`src/rtl/cfg_pkg.sv`:
```
// Shared types and helpers for the configuration stream loaders.
package cfg_pkg;

  typedef enum logic [1:0] {
    IDLE   = 2'd0,
    LOAD   = 2'd1,
    COMMIT = 2'd2
  } state_e;

  // Config width of a connection block: per-input track selectors plus
  // per-track output selectors in both directions.
  function automatic int cb_cfg_bits(input int w, input int ww,
                                     input int datain, input int dataout);
    return $clog2(2 * w / ww) * datain * ww + $clog2(dataout + 1) * w * 2;
  endfunction

endpackage

```
`src/rtl/cfg_shadow_reg.sv`:
```
// Word-addressed shadow register: collects a frame one word at a time.
// Also exposes its next value so a commit can include the word written
// on the same edge.
module cfg_shadow_reg #(
  parameter int CFG_BITS = 112,
  parameter int WORD     = 8,
  parameter int NWORDS   = 14,
  parameter int IW       = 4
) (
  input  logic                clk,
  input  logic                rst,
  input  logic                clr,
  input  logic                we,
  input  logic [IW-1:0]       idx,
  input  logic [WORD-1:0]     wdata,
  output logic [CFG_BITS-1:0] q,
  output logic [CFG_BITS-1:0] q_nxt
);

  localparam int SW = NWORDS * WORD;

  logic [SW-1:0] shad_q, shad_d;

  // Clear has priority over a word write; bits beyond CFG_BITS are padding.
  always_comb begin
    shad_d = shad_q;
    if (clr)     shad_d = '0;
    else if (we) shad_d[idx*WORD +: WORD] = wdata;
  end

  // Shadow storage.
  always_ff @(posedge clk or negedge rst) begin
    if (!rst) shad_q <= '0;
    else      shad_q <= shad_d;
  end

  assign q     = shad_q[CFG_BITS-1:0];
  assign q_nxt = shad_d[CFG_BITS-1:0];

endmodule

```
`src/rtl/cfg_stream_loader.sv`:
```
// Loads a connection-block configuration frame from a valid/ready word
// stream and commits it atomically to the active config bus.
module cfg_stream_loader
  import cfg_pkg::*;
#(
  parameter int W        = 16,
  parameter int WW       = 4,
  parameter int DATAIN   = 4,
  parameter int DATAOUT  = 3,
  parameter int CFG_BITS = cb_cfg_bits(W, WW, DATAIN, DATAOUT),
  parameter int WORD     = 8,
  parameter int NWORDS   = (CFG_BITS + WORD - 1) / WORD
) (
  input  logic                clk,
  input  logic                rst,
  input  logic                start,
  input  logic                abort,
  input  logic [WORD-1:0]     in_data,
  input  logic                in_valid,
  input  logic                in_last,
  output logic                in_ready,
  output logic [CFG_BITS-1:0] c,
  output logic                cset,
  output logic                busy,
  output logic                done,
  output logic                err
);

  localparam int          CW   = $clog2(NWORDS + 1);
  localparam logic [CW-1:0] LAST = CW'(NWORDS - 1);

  state_e              state_q, state_d;
  logic [CW-1:0]       cnt_q, cnt_d;
  logic [CFG_BITS-1:0] c_q, c_d;
  logic                cset_q, cset_d;
  logic                done_q, done_d;
  logic                err_q, err_d;
  logic                busy_q, busy_d;
  logic                in_ready_q, in_ready_d;

  logic                accept;
  logic                sh_clr, sh_we;
  logic [CFG_BITS-1:0] sh_q, sh_nxt;

  cfg_shadow_reg #(
    .CFG_BITS (CFG_BITS),
    .WORD     (WORD),
    .NWORDS   (NWORDS),
    .IW       (CW)
  ) u_shadow (
    .clk   (clk),
    .rst   (rst),
    .clr   (sh_clr),
    .we    (sh_we),
    .idx   (cnt_q),
    .wdata (in_data),
    .q     (sh_q),
    .q_nxt (sh_nxt)
  );

  // Frame FSM. The final accepted word commits straight from the shadow's
  // next value, so c and cset change together at the edge entering COMMIT
  // and are both visible for the single COMMIT cycle.
  always_comb begin
    state_d = state_q;
    cnt_d   = cnt_q;
    c_d     = c_q;
    err_d   = err_q;
    cset_d  = 1'b0;
    done_d  = 1'b0;
    sh_clr  = 1'b0;
    sh_we   = 1'b0;
    accept  = in_valid & in_ready_q;
    unique case (state_q)
      IDLE: begin
        // start beats a simultaneous abort simply because abort is unused here
        if (start) begin
          state_d = LOAD;
          cnt_d   = '0;
          sh_clr  = 1'b1;
          err_d   = 1'b0;
        end
      end
      LOAD: begin
        if (abort) begin
          // a word presented alongside abort is dropped
          state_d = IDLE;
        end else if (accept) begin
          sh_we = 1'b1;
          if (cnt_q == LAST) begin
            if (in_last) begin
              state_d = COMMIT;
              c_d     = sh_nxt;
              cset_d  = 1'b1;
              done_d  = 1'b1;
            end else begin
              err_d   = 1'b1;
              state_d = IDLE;
            end
          end else if (in_last) begin
            err_d   = 1'b1;
            state_d = IDLE;
          end else begin
            cnt_d = cnt_q + 1'b1;
          end
        end
      end
      COMMIT:  state_d = IDLE;
      default: state_d = IDLE;
    endcase
    busy_d     = (state_d != IDLE);
    in_ready_d = (state_d == LOAD);
  end

  // State, counter and registered outputs.
  always_ff @(posedge clk or negedge rst) begin
    if (!rst) begin
      state_q    <= IDLE;
      cnt_q      <= '0;
      c_q        <= '0;
      cset_q     <= 1'b0;
      done_q     <= 1'b0;
      err_q      <= 1'b0;
      busy_q     <= 1'b0;
      in_ready_q <= 1'b0;
    end else begin
      state_q    <= state_d;
      cnt_q      <= cnt_d;
      c_q        <= c_d;
      cset_q     <= cset_d;
      done_q     <= done_d;
      err_q      <= err_d;
      busy_q     <= busy_d;
      in_ready_q <= in_ready_d;
    end
  end

  assign c        = c_q;
  assign cset     = cset_q;
  assign done     = done_q;
  assign err      = err_q;
  assign busy     = busy_q;
  assign in_ready = in_ready_q;

endmodule

```
`config.mk`:
```
export PLATFORM = sky130hd
export DESIGN_NAME = cfg_stream_loader
export DESIGN_NICKNAME = d
export VERILOG_FILES = /design/src/rtl/cfg_pkg.sv /design/src/rtl/cfg_shadow_reg.sv /design/src/rtl/cfg_stream_loader.sv
export SDC_FILE = /design/constraint.sdc
export NUM_CORES = 1
export LEC_CHECK = 0
export CAP_MARGIN = 20
export CORE_MARGIN = 4
export CORE_UTILIZATION = 60
export DETAILED_ROUTE_END_ITERATION = 7
export PLACE_DENSITY = 0.82
export SETUP_SLACK_MARGIN = 0.4
export SYNTH_ARGS = -nofsm -noshare
export SYNTH_HDL_FRONTEND = slang
export SYNTH_HIERARCHICAL = 1
export SYNTH_SLANG_ARGS = --single-unit
```
`constraint.sdc`:
```
create_clock -name clk -period 6.99 [get_ports clk]
set_input_delay 1.0485 -clock clk [delete_from_list [all_inputs] [get_ports clk]]
set_output_delay 1.0485 -clock clk [all_outputs]
set_load 0.1 [all_outputs]
```
==> flow_metrics.tcl <==
set metrics [dict create \
    final_common_cell "dfrtp_1" \
    cts_tree "built" \
    holdWs_ns 0.502 \
    synth_fp_nets 747 \
    cts_hold_buffers 0 \
    fmax_ghz 0.280 \
    area_growth_pct 21.0 \
    switching_share_pct 25.9 \
    die_x_um 138 \
    insertion_delay_ns 0.51 \
    num-fill-cells 1010 \
    ys_ff_latch 234 \
    combPwrFrac_pct 11.3 \
    synth_area_um2 10200 \
    dpl.hpwl_um 14700 \
    worst_pin_slew_ns 1.06 \
    post_synth_num_cell_types 43 \
    post-route-util_pct 74.2 \
    dieArea_um2 19200 \
    r2r.worst_path.cells 7 \
    cts_buffer_depth 3 \
    grt_overflow 0 \
    status "finished, final reports clean" \
    period_minus_slack_ns 3.57 \
    p_sw_w 0.000769 \
    num_antenna_cells 0 \
    vias 6166 \
    drtPass1Iterations 4 \
    slowest_stage "and3_4" \
    path_cells "clkdlybuf4s50_1 -> nor3b_2 -> and3_1 -> and3_4 -> buf_4 -> mux2_2" \
    reg2reg_to "c[99]" \
    arrival_ns 3.97 \
    initial_core_util_pct 61.3 \
    reg2reg_from "cnt_q[0]" \
    start_kind "primary input" \
    layout_common_cells "234 x dfrtp_1, 129 x clkdlybuf4s50_1, 105 x mux2i_1, 92 x nand2b_1, 69 x mux2_4" \
    hold-path-cell-count 2 \
    fp.coreArea_um2 16600 \
    seqPwrFrac_pct 46.7 \
    clkTransAtPathRegs_ns 0.06 \
    clock_power_share_pct 42.0 \
    fp.dieH_um 138 \
    fin_crit_sh_pct 51.1 \
    critical-path-max-stage-delay_ns 0.76 \
    leakage_nw 6.00 \
    drc 0 \
    ir_worst_vdd_uv 166 \
    nNetsFinal 869 \
    io_pins 131 \
    cp.required_ns 7.38 \
    seq_area_frac_synth_pct 57.4 \
    cts_buffers 24 \
    htree_levels 1 \
    synthFlopType "dfrtp_1" \
    detail-route-antenna-nets 0 \
    antenna_found_initial 0 \
    async_flop_share_pct 100 \
    fin_tns_setup_ns 0 \
    cts-root-buf "clkbuf_16" \
    syn_avg_cell_area_um2 14.0 \
    finClkSkew_ns 0.0128 \
    cts.sinks 234 \
    holdPathEnd "err" \
    gp_congestion 0.857 \
    hp-class "reg -> reg" \
    post_drt_wl_per_cell_um 20.8 \
    setup_viol 0 \
    drv_cap 0 \
    routed_wl_um 22600 \
    multi_input_area_um2 4020 \
    slew_headroom_pct 29.7 \
    grt_start_max_net_pins 150 \
    synth_edf_count 0 \
    r2r_slack_ns 3.68 \
    path_max_fanout 47 \
    hold_viol_final 0 \
    grt_pass1_vias 6689 \
    postCtsSetupBuffers 0 \
    syn_inst 729 \
    grt_pass1_wl_um 36900 \
    layout-drive-gt1-share_pct 19.4 \
    rsz0062_at_grt "no" \
    drv_slew 0 \
    viasPerCell 5.67 \
    worst-setup-path-type "in -> reg" \
    initialDrtViolationCount 412 \
    hp-start "err" \
    end_kind "flip-flop" \
    io_buffers 130 \
    seq_area_um2 5860 \
    grt_usage_pct 23.3 \
    rows 47 \
    power.internal_w 0.00219 \
    ctsResizeCount 0 \
    synth_warnings 6 \
    powerDensity_nw_per_um2 240 \
]
-- synthesized netlist by cell type (2+ instances only) --
cell type	count	area, µm²
nand2_1	15	56.3
or3_1	2	12.5
dfrtp_1	234	5860
mux2i_1	105	1050
a21o_1	3	22.5
nor2_1	37	139
ha_1	4	50.1
clkbuf_1	20	75.1
nand4_1	3	18.8
and2_1	2	12.5
inv_1	7	26.3
nand2b_1	92	576
mux2_2	44	495
mux2_4	69	1040
and3_1	21	131
buf_12	8	160
a2111oi_4	3	82.6
nand3_1	9	45.0
buf_4	7	52.6
nor3_1	3	15.0
buf_2	5	25.0
a21oi_1	15	75.1
-- flip-flops by register name, indices dropped and copies added, names as in the netlist --
signal      count
state_q         2
u_shadow/q    112
c             112
in_ready        1
done            1
busy            1
err             1
cnt_q           4
-- cell families after synthesis --
kind of cell	count (synthesis)	synth area share, %
flops	234	57.4
mux	218	25.3
simple gates	195	10.8
buf+inv	47	3.32
compound gates	29	2.48
fa+ha+maj	4	0.491
xor+xnor	2	0.245
-- layout make-up --
| class | count | share of cell area [%] |
|---|---|---|
| clock inverters | 8 | 0.618 |
| repair buffers | 136 | 11.3 |
| flip-flops and latches | 234 | 47.4 |
| multi-input cells | 448 | 32.6 |
| well taps | 220 | 2.23 |
| clock buffers | 35 | 5.69 |
| inverters | 7 | 0.213 |
-- how the worst max path moves through the flow --
stage / endpoint / depth (start not counted) / from
CTS: c[80] / 6 / abort
finish: c[67] / 6 / abort
detailed placement: c[80] / 6 / abort
global route: c[85] / 6 / abort
global placement: c[81] / 6 / abort
floorplan: c[16] / 8 / abort
-- power groups by stage --
stage,clock [W],sequential (W),combinational (W)
after detailed placement,0,0.00141,0.000318
final,0.00125,0.00138,0.000335
after CTS,0.00126,0.00138,0.000325
after global routing,0.00133,0.00139,0.000357
after floorplan,0,0.00142,0.000204
after global placement,0,0.00141,0.000307
-- critical path: cells and delay by family --
kind | cells | cell delay (ns)
buffers and inverters | 2 | 1.03
muxes | 1 | 0.41
and+or+nand+nor | 3 | 1.40
-- metal layers --
layer | vias to the layer above | share of wire, % | wire length, µm | track usage, %
met5 | - | 0 | 0 | 0
met4 | 0 | 1.5 | 338 | 4.99
met2 | 167 | 49 | 11000 | 38.3
met1 | 3211 | 45 | 10300 | 33.5
met3 | 33 | 4.2 | 938 | 3.66
li1 | 2755 | - | - | -
-- through the flow --
step / cell area (µm²) / cells / total power [W] / setup slack, ns
2_1_floorplan: 10200 / 729 / 0.00162 / 3.99
3_3_place_gp: 11500 / 1043 / 0.00171 / 3.00
3_5_place_dp: 11500 / 1043 / 0.00172 / 2.91
4_1_cts: 12300 / 1086 / 0.00297 / 3.43
5_1_grt: 12300 / 1088 / 0.00307 / 3.27
6_report: 12300 / 1088 / 0.00296 / 3.42
Power figures use the tool's default switching activity.
